$ cat src/rtl/cmd_fetch_unit_pkg.sv
// Shared types and constants for the command fetch unit.
//   CMD_WIDTH     : width of one instruction-memory command word
//   fetch_state_e : fetch sequencer states
//   sat_inc32     : saturating 32-bit increment used by the stall statistics counter
package cmd_fetch_unit_pkg;

    localparam int unsigned CMD_WIDTH  = 32;
    localparam int unsigned STAT_WIDTH = 32;

    typedef enum logic [1:0] {
        ST_IDLE  = 2'd0,
        ST_FETCH = 2'd1,
        ST_DRAIN = 2'd2,
        ST_DONE  = 2'd3
    } fetch_state_e;

    // Increment that sticks at all-ones instead of wrapping.
    function automatic logic [STAT_WIDTH-1:0] sat_inc32(input logic [STAT_WIDTH-1:0] v);
        return (v == {STAT_WIDTH{1'b1}}) ? v : v + STAT_WIDTH'(1);
    endfunction

endpackage

$ cat src/rtl/cmd_fetch_fifo.sv
// Synchronous show-ahead FIFO used as the command prefetch buffer.
//   clk, rst_n : clock, asynchronous active-low reset
//   push       : write push_data (accepted when not full, or when full and popping)
//   pop        : drop head entry (ignored when empty)
//   pop_data   : head entry, zero while empty
//   full/empty : occupancy flags
//   count      : number of stored entries (0..DEPTH)
module cmd_fetch_fifo #(
    parameter int unsigned WIDTH = 32,
    parameter int unsigned DEPTH = 4
) (
    input  logic                     clk,
    input  logic                     rst_n,
    input  logic                     push,
    input  logic [WIDTH-1:0]         push_data,
    input  logic                     pop,
    output logic [WIDTH-1:0]         pop_data,
    output logic                     full,
    output logic                     empty,
    output logic [$clog2(DEPTH):0]   count
);

    localparam int unsigned PTR_W = $clog2(DEPTH);
    localparam int unsigned CNT_W = PTR_W + 1;

    if (DEPTH < 2 || (DEPTH & (DEPTH - 1)) != 0) begin : g_depth_check
        $error("cmd_fetch_fifo: DEPTH must be a power of two >= 2");
    end

    logic [WIDTH-1:0] mem_q [DEPTH];
    logic [PTR_W-1:0] wr_ptr_q;
    logic [PTR_W-1:0] rd_ptr_q;
    logic [CNT_W-1:0] count_q;
    logic             push_ok;
    logic             pop_ok;

    assign full     = (count_q == CNT_W'(DEPTH));
    assign empty    = (count_q == '0);
    assign count    = count_q;
    // Gate the head so an empty FIFO never shows stale storage.
    assign pop_data = empty ? '0 : mem_q[rd_ptr_q];

    // Full+pop may push: the slot being vacated is the one written.
    assign push_ok = push && (!full || pop);
    assign pop_ok  = pop && !empty;

    // Pointers and occupancy; pointers wrap naturally since DEPTH is 2^PTR_W.
    always_ff @(posedge clk or negedge rst_n) begin
        if (!rst_n) begin
            wr_ptr_q <= '0;
            rd_ptr_q <= '0;
            count_q  <= '0;
        end else begin
            if (push_ok) begin
                wr_ptr_q <= wr_ptr_q + PTR_W'(1);
            end
            if (pop_ok) begin
                rd_ptr_q <= rd_ptr_q + PTR_W'(1);
            end
            case ({push_ok, pop_ok})
                2'b10:   count_q <= count_q + CNT_W'(1);
                2'b01:   count_q <= count_q - CNT_W'(1);
                default: count_q <= count_q;
            endcase
        end
    end

    // Storage array, no reset needed.
    always_ff @(posedge clk) begin
        if (push_ok) begin
            mem_q[wr_ptr_q] <= push_data;
        end
    end

    // A push into a full FIFO without a simultaneous pop loses data.
    a_no_overflow: assert property (@(posedge clk) disable iff (!rst_n) !(push && full && !pop))
        else $error("cmd_fetch_fifo: push while full");

endmodule

$ cat src/rtl/cmd_fetch_unit.sv
// Command fetch unit: on start, reads cmd_count words from instruction memory starting
// at base_addr, buffers them in a prefetch FIFO and presents them on a valid/ready port.
//   start/base_addr/cmd_count : run launch (sampled only when idle)
//   busy/done                 : run in progress / one-cycle completion pulse
//   mem_req_* / mem_rsp_*     : in-order read port, responses cannot be back-pressured
//   cmd/cmd_valid/cmd_ready   : command output handshake (FIFO head)
//   stall_cycles              : only with CMD_FETCH_STATS_EN defined; cycles with
//                               cmd_valid && !cmd_ready in the current/last run
module cmd_fetch_unit
    import cmd_fetch_unit_pkg::*;
#(
    parameter int unsigned ADDR_WIDTH = 16,
    parameter int unsigned FIFO_DEPTH = 4,
    parameter int unsigned CNT_WIDTH  = 16
) (
    input  logic                  clk,
    input  logic                  rst_n,
    input  logic                  start,
    input  logic [ADDR_WIDTH-1:0] base_addr,
    input  logic [CNT_WIDTH-1:0]  cmd_count,
    output logic                  busy,
    output logic                  done,
    output logic                  mem_req_valid,
    input  logic                  mem_req_ready,
    output logic [ADDR_WIDTH-1:0] mem_req_addr,
    input  logic                  mem_rsp_valid,
    input  logic [CMD_WIDTH-1:0]  mem_rsp_data,
    output logic [CMD_WIDTH-1:0]  cmd,
    output logic                  cmd_valid,
    input  logic                  cmd_ready
`ifdef CMD_FETCH_STATS_EN
    ,
    output logic [STAT_WIDTH-1:0] stall_cycles
`endif
);

    localparam int unsigned OCC_W = $clog2(FIFO_DEPTH) + 1;
    localparam int unsigned SUM_W = OCC_W + 1;

    fetch_state_e          state_q, state_d;
    logic [ADDR_WIDTH-1:0] addr_q, addr_d;
    logic [CNT_WIDTH-1:0]  cnt_q, cnt_d;
    logic [CNT_WIDTH-1:0]  issued_q, issued_d;
    logic [CNT_WIDTH-1:0]  popped_q, popped_d;
    logic [OCC_W-1:0]      outst_q, outst_d;
    logic                  busy_q, busy_d;
    logic                  done_q, done_d;
    logic                  req_valid_q, req_valid_d;

    logic                  req_fire;
    logic                  pop;
    logic                  push_acc;
    logic                  fifo_full;
    logic                  fifo_empty;
    logic [OCC_W-1:0]      fifo_count;
    logic [OCC_W-1:0]      fifo_cnt_d;
    logic [SUM_W-1:0]      occ_d;

    assign req_fire      = req_valid_q && mem_req_ready;
    assign pop           = cmd_valid && cmd_ready;
    assign push_acc      = mem_rsp_valid && (!fifo_full || pop);
    assign cmd_valid     = !fifo_empty;
    assign busy          = busy_q;
    assign done          = done_q;
    assign mem_req_valid = req_valid_q;
    assign mem_req_addr  = addr_q;

    // Prefetch buffer; responses are written unconditionally (credit rule keeps room).
    cmd_fetch_fifo #(
        .WIDTH (CMD_WIDTH),
        .DEPTH (FIFO_DEPTH)
    ) u_fifo (
        .clk       (clk),
        .rst_n     (rst_n),
        .push      (mem_rsp_valid),
        .push_data (mem_rsp_data),
        .pop       (pop),
        .pop_data  (cmd),
        .full      (fifo_full),
        .empty     (fifo_empty),
        .count     (fifo_count)
    );

    // Next-state, counters and next values of the registered outputs.
    always_comb begin
        state_d    = state_q;
        addr_d     = addr_q;
        cnt_d      = cnt_q;
        issued_d   = issued_q;
        popped_d   = popped_q;
        outst_d    = outst_q;
        fifo_cnt_d = fifo_count;

        if (req_fire) begin
            addr_d   = addr_q + ADDR_WIDTH'(1);
            issued_d = issued_q + CNT_WIDTH'(1);
        end
        if (pop) begin
            popped_d = popped_q + CNT_WIDTH'(1);
        end

        case ({req_fire, mem_rsp_valid})
            2'b10:   outst_d = outst_q + OCC_W'(1);
            2'b01:   outst_d = outst_q - OCC_W'(1);
            default: outst_d = outst_q;
        endcase

        case ({push_acc, pop})
            2'b10:   fifo_cnt_d = fifo_count + OCC_W'(1);
            2'b01:   fifo_cnt_d = fifo_count - OCC_W'(1);
            default: fifo_cnt_d = fifo_count;
        endcase

        case (state_q)
            ST_IDLE: begin
                if (start) begin
                    addr_d   = base_addr;
                    cnt_d    = cmd_count;
                    issued_d = '0;
                    popped_d = '0;
                    // An empty run passes through DRAIN so busy is seen for one cycle.
                    state_d  = (cmd_count == '0) ? ST_DRAIN : ST_FETCH;
                end
            end
            ST_FETCH: begin
                if (req_fire && (issued_d == cnt_q)) begin
                    state_d = ST_DRAIN;
                end
            end
            ST_DRAIN: begin
                // Using the post-pop count ends the run the cycle after the last pop.
                if (popped_d == cnt_q) begin
                    state_d = ST_DONE;
                end
            end
            ST_DONE: begin
                state_d = ST_IDLE;
            end
            default: begin
                state_d = ST_IDLE;
            end
        endcase

        // Credit rule on next-cycle occupancy: every outstanding request owns a FIFO slot.
        occ_d       = SUM_W'(outst_d) + SUM_W'(fifo_cnt_d);
        req_valid_d = (state_d == ST_FETCH) && (issued_d != cnt_d) &&
                      (occ_d < SUM_W'(FIFO_DEPTH));
        busy_d      = (state_d == ST_FETCH) || (state_d == ST_DRAIN);
        done_d      = (state_d == ST_DONE);
    end

    // State, counters and registered outputs.
    always_ff @(posedge clk or negedge rst_n) begin
        if (!rst_n) begin
            state_q     <= ST_IDLE;
            addr_q      <= '0;
            cnt_q       <= '0;
            issued_q    <= '0;
            popped_q    <= '0;
            outst_q     <= '0;
            busy_q      <= 1'b0;
            done_q      <= 1'b0;
            req_valid_q <= 1'b0;
        end else begin
            state_q     <= state_d;
            addr_q      <= addr_d;
            cnt_q       <= cnt_d;
            issued_q    <= issued_d;
            popped_q    <= popped_d;
            outst_q     <= outst_d;
            busy_q      <= busy_d;
            done_q      <= done_d;
            req_valid_q <= req_valid_d;
        end
    end

`ifdef CMD_FETCH_STATS_EN
    logic [STAT_WIDTH-1:0] stall_q, stall_d;

    // Consumer back-pressure counter; cleared on an accepted start, holds between runs.
    always_comb begin
        stall_d = stall_q;
        if ((state_q == ST_IDLE) && start) begin
            stall_d = '0;
        end else if (cmd_valid && !cmd_ready) begin
            stall_d = sat_inc32(stall_q);
        end
    end

    always_ff @(posedge clk or negedge rst_n) begin
        if (!rst_n) begin
            stall_q <= '0;
        end else begin
            stall_q <= stall_d;
        end
    end

    assign stall_cycles = stall_q;
`endif

endmodule

$ cat config.mk
export PLATFORM = sky130hd
export DESIGN_NAME = cmd_fetch_unit
export DESIGN_NICKNAME = d
export VERILOG_FILES = /design/src/rtl/cmd_fetch_unit_pkg.sv /design/src/rtl/cmd_fetch_fifo.sv /design/src/rtl/cmd_fetch_unit.sv
export SDC_FILE = /design/constraint.sdc
export NUM_CORES = 1
export LEC_CHECK = 0
export BUFFER_PORTS_ARGS = -buffer_cell sky130_fd_sc_hd__buf_2
export CORE_AREA = 8 8 168 122
export CTS_CLUSTER_SIZE = 25
export DETAILED_ROUTE_END_ITERATION = 16
export DIE_AREA = 0 0 176 130
export PLACE_DENSITY = 0.76
export SLEW_MARGIN = 40
export SYNTH_ARGS = -nofsm -noshare
export SYNTH_HDL_FRONTEND = slang
export SYNTH_SLANG_ARGS = --single-unit
export TNS_END_PERCENT = 50
$ cat constraint.sdc
create_clock -name clk -period 4.5 [get_ports clk]
set_clock_uncertainty 0.2 [all_clocks]
set_input_delay 0.675 -clock clk [delete_from_list [all_inputs] [get_ports clk]]
set_output_delay 0.675 -clock clk [all_outputs]
set_load 0.05 [all_outputs]
==> reports/metrics.yaml <==
power_and_ir_drop:
  p_leak_nw: 4.33
  p_sw_share_pct: 41.7
  power_density_nw_per_um2: 721
  p_int_mw: 4.66
  clockPowerShare_pct: 19.4
  sequentialPowerShare_pct: 37.7
  power.switching_mw: 3.33
  comb_power_share_pct: 42.9
  irDropWorstVdd_uv: 380
die:
  dieArea_um2: 22900
  row_count: 41
  coreArea_um2: 17800
  die_y_um: 130
  fp.dieW_um: 176
  num_io_pins: 122
  initial_utilization_pct: 54.3
logic_synthesis:
  ys_types: 60
  synthArstFlopShare_pct: 38.2
  yosys-top-cells-area: "edfxtp_1, dfrtp_1, mux4_2, xnor2_1, xor2_1"
  synth.most_common_cell: "edfxtp_1"
  yosysWarnings: 0
  netlist_area_um2: 9660
  ys_ff_latch: 207
  yosysTopAreaCellShare_pct: 39.8
  syn_avg_cell_area_um2: 13.8
  synth_edf_count: 128
  synthFlopType: "edfxtp_1"
  syn_inst: 698
  synth_top_cell_by_area: "edfxtp_1"
  yosysSeqAreaShare_pct: 60.3
  synthesis.nets: 788
  synth_common_cells: "edfxtp_1, dfrtp_1, nand2_1"
routing:
  vias: 5983
  antenna_left: 0
  drtPass1Iterations: 5
  routed_wl_mm: 20.9
  drc_errors: 0
  viasPerCell: 5.62
  drt_iter0_drc: 575
  wl_per_cell_um: 19.6
hold_path:
  min_path_type: "primary input to async pin"
sta:
  setup_viol: 0
  rsz0062_at_grt: "false"
  slew_viol_final: 0
  whs_ns: 0.0177
  finalHoldViolations: 0
  period_share_pct: 85.0
  post-route-min-period_ns: 3.82
  tightest_slew_ns: 0.817
  finalSetupTns_ns: 0
  max_freq_mhz: 262
  relSlewSlack_pct: 45.3
run:
  cap_violations: 0
clocking:
  numCtsBuffers: 21
  post_cts_buffers: 0
  clockBufferDepth: 3
  hold_buffers: 0
  cts_root_buf: "clkbuf_16"
  tritoncts: "built"
  clock_latency_ns: 0.50
  cts_resized: 0
  cts.sinks: 207
  clkTransAtPathRegs_ns: 0.06
  cts_max_level: 1
grt:
  grt_pass1_vias: 6219
  antenna_found_initial: 0
  grt_overflow_total: 0
  grt_max_degree: 83
  grtUsageTotal_pct: 18.1
  grt_pass1_wl_mm: 33.0
critical_path:
  worstSetupEndpointType: "register"
  cp_data_arrival_time_ns: 4.04
  startpoint_type: "register"
  criticalPathCategory: "register to register"
  timing.critical_path.fanout_max: 12
  crit_required_ns: 4.72
placed_design:
  dp_hpwl_mm: 14.4
  portBuffers: 121
  place_congestion: 0.872
status:
  status: "finished clean"
layout:
  final_util_pct: 62.3
  nNetsFinal: 903
  fillers: 1370
  diodes: 0
  syn_to_final_growth_pct: 14.7
  final_layout_size_suffix_gt1_share_pct: 26.7
## state kept, by name, summed over array words and instances (netlist names)
| name | flops |
|---|---|
| outst_q | 3 |
| cnt_q | 16 |
| u_fifo.count | 3 |
| u_fifo.rd_ptr_q | 2 |
| mem_req_addr | 16 |
| busy | 1 |
| mem_req_valid | 1 |
| done | 1 |
| u_fifo.mem_q | 128 |
| u_fifo.wr_ptr_q | 2 |
| state_q | 2 |
| popped_q | 16 |
| issued_q | 16 |
## power groups by stage
stage	clock network [mW]	registers (mW)	logic, mW
after detailed placement	0	3.05	3.45
after CTS	1.57	3.02	3.47
after global routing	1.64	3.08	3.67
after floorplan	0	3.05	2.55
final	1.55	3.02	3.43
after global placement	0	3.02	3.36
## kinds of logic after synthesis
family | count (synthesis) | share of synthesized area, %
XOR/XNOR | 82 | 8.32
flip-flops | 207 | 60.3
adder cells (fa/ha/maj) | 20 | 2.67
buffers and inverters | 51 | 2.31
AO/OA/AOI/OAI | 59 | 3.86
AND/OR/NAND/NOR | 223 | 12.1
multiplexers | 56 | 10.5
## per-stage QoR
stage,power [mW],instances,setup WS [ns],cell area [µm²]
detailed placement,6.50,1026,0.644,10500
global placement,6.38,1026,0.710,10500
global route,8.39,1064,0.286,11100
CTS,8.05,1064,0.608,11100
floorplan,5.60,698,1.08,9660
finish,7.99,1064,0.677,11100
## final cells by class
type	instances	area (µm²)	area share [%]
multi-input combinational	440	3640	32.8
clock buffer	24	537	4.84
inverter	18	75.1	0.677
tap	236	295	2.66
sequential	207	5830	52.6
clock inverter	14	65.1	0.587
timing repair buffer	125	648	5.85
## worst paths after layout
kind,slack [ns],to,depth (start not counted),startpoint
max in group asynchronous,3.57,u_fifo.rd_ptr_q[1]$_DFFE_PN0P_,1,rst_n
min in group clk,0.18,mem_req_addr[6]$_DFF_PN0_,3,base_addr[6]
worst min-delay path,0.02,issued_q[9]$_DFF_PN0_,1,rst_n
worst max-delay path,0.68,mem_req_valid$_DFF_PN0_,15,u_fifo.count[0]$_DFFE_PN0P_
worst min register to register,0.29,outst_q[2]$_DFF_PN0_,1,outst_q[2]$_DFF_PN0_
worst max register to register,0.68,mem_req_valid$_DFF_PN0_,15,u_fifo.count[0]$_DFFE_PN0P_
## cell usage in the layout, fill, tap and decap left out, drive strengths merged, types with 2 or more instances in the layout
| master | instances |
|---|---|
| edfxtp | 128 |
| buf | 124 |
| dfrtp | 79 |
| nand2 | 49 |
| nor2 | 48 |
| xnor2 | 43 |
| and2 | 40 |
| mux4 | 34 |
| xor2 | 33 |
| o21ai | 29 |
| clkbuf | 25 |
| nand3 | 20 |
| ha | 19 |
| inv | 19 |
| mux2 | 18 |
| nand4 | 17 |
| and3 | 14 |
| clkinv | 12 |
| nor4 | 10 |
| nor3 | 7 |
| a21oi | 6 |
| a22oi | 4 |
| nor2b | 4 |
| xnor3 | 4 |
| mux2i | 4 |
| and4 | 3 |
| or3 | 3 |
| nor4b | 3 |
| a31oi | 2 |
| a31o | 2 |
| xor3 | 2 |
| nor3b | 2 |
## worst max-delay path, stage by stage (launching register included)
cell     delay [ns]
dfrtp_1        0.43
inv_1          0.10
ha_1           0.17
nor2b_1        0.43
inv_1          0.35
nand2_1        0.30
inv_1          0.17
ha_1           0.26
inv_1          0.11
o22ai_1        0.09
o21ai_0        0.21
o31ai_1        0.12
ha_1           0.29
nor4b_1        0.27
o21ai_0        0.12
a21oi_1        0.13
## routing by layer
metal	part of all wire (%)	wire (µm)	track usage, %	up-vias
met5	0	0	0	-
met4	1.5	323	4.52	0
met3	5.5	1150	3.67	28
met2	48	10000	30.1	164
met1	45	9400	24.3	3011
li1	-	-	-	2780
(Power assumes the default switching activity.)
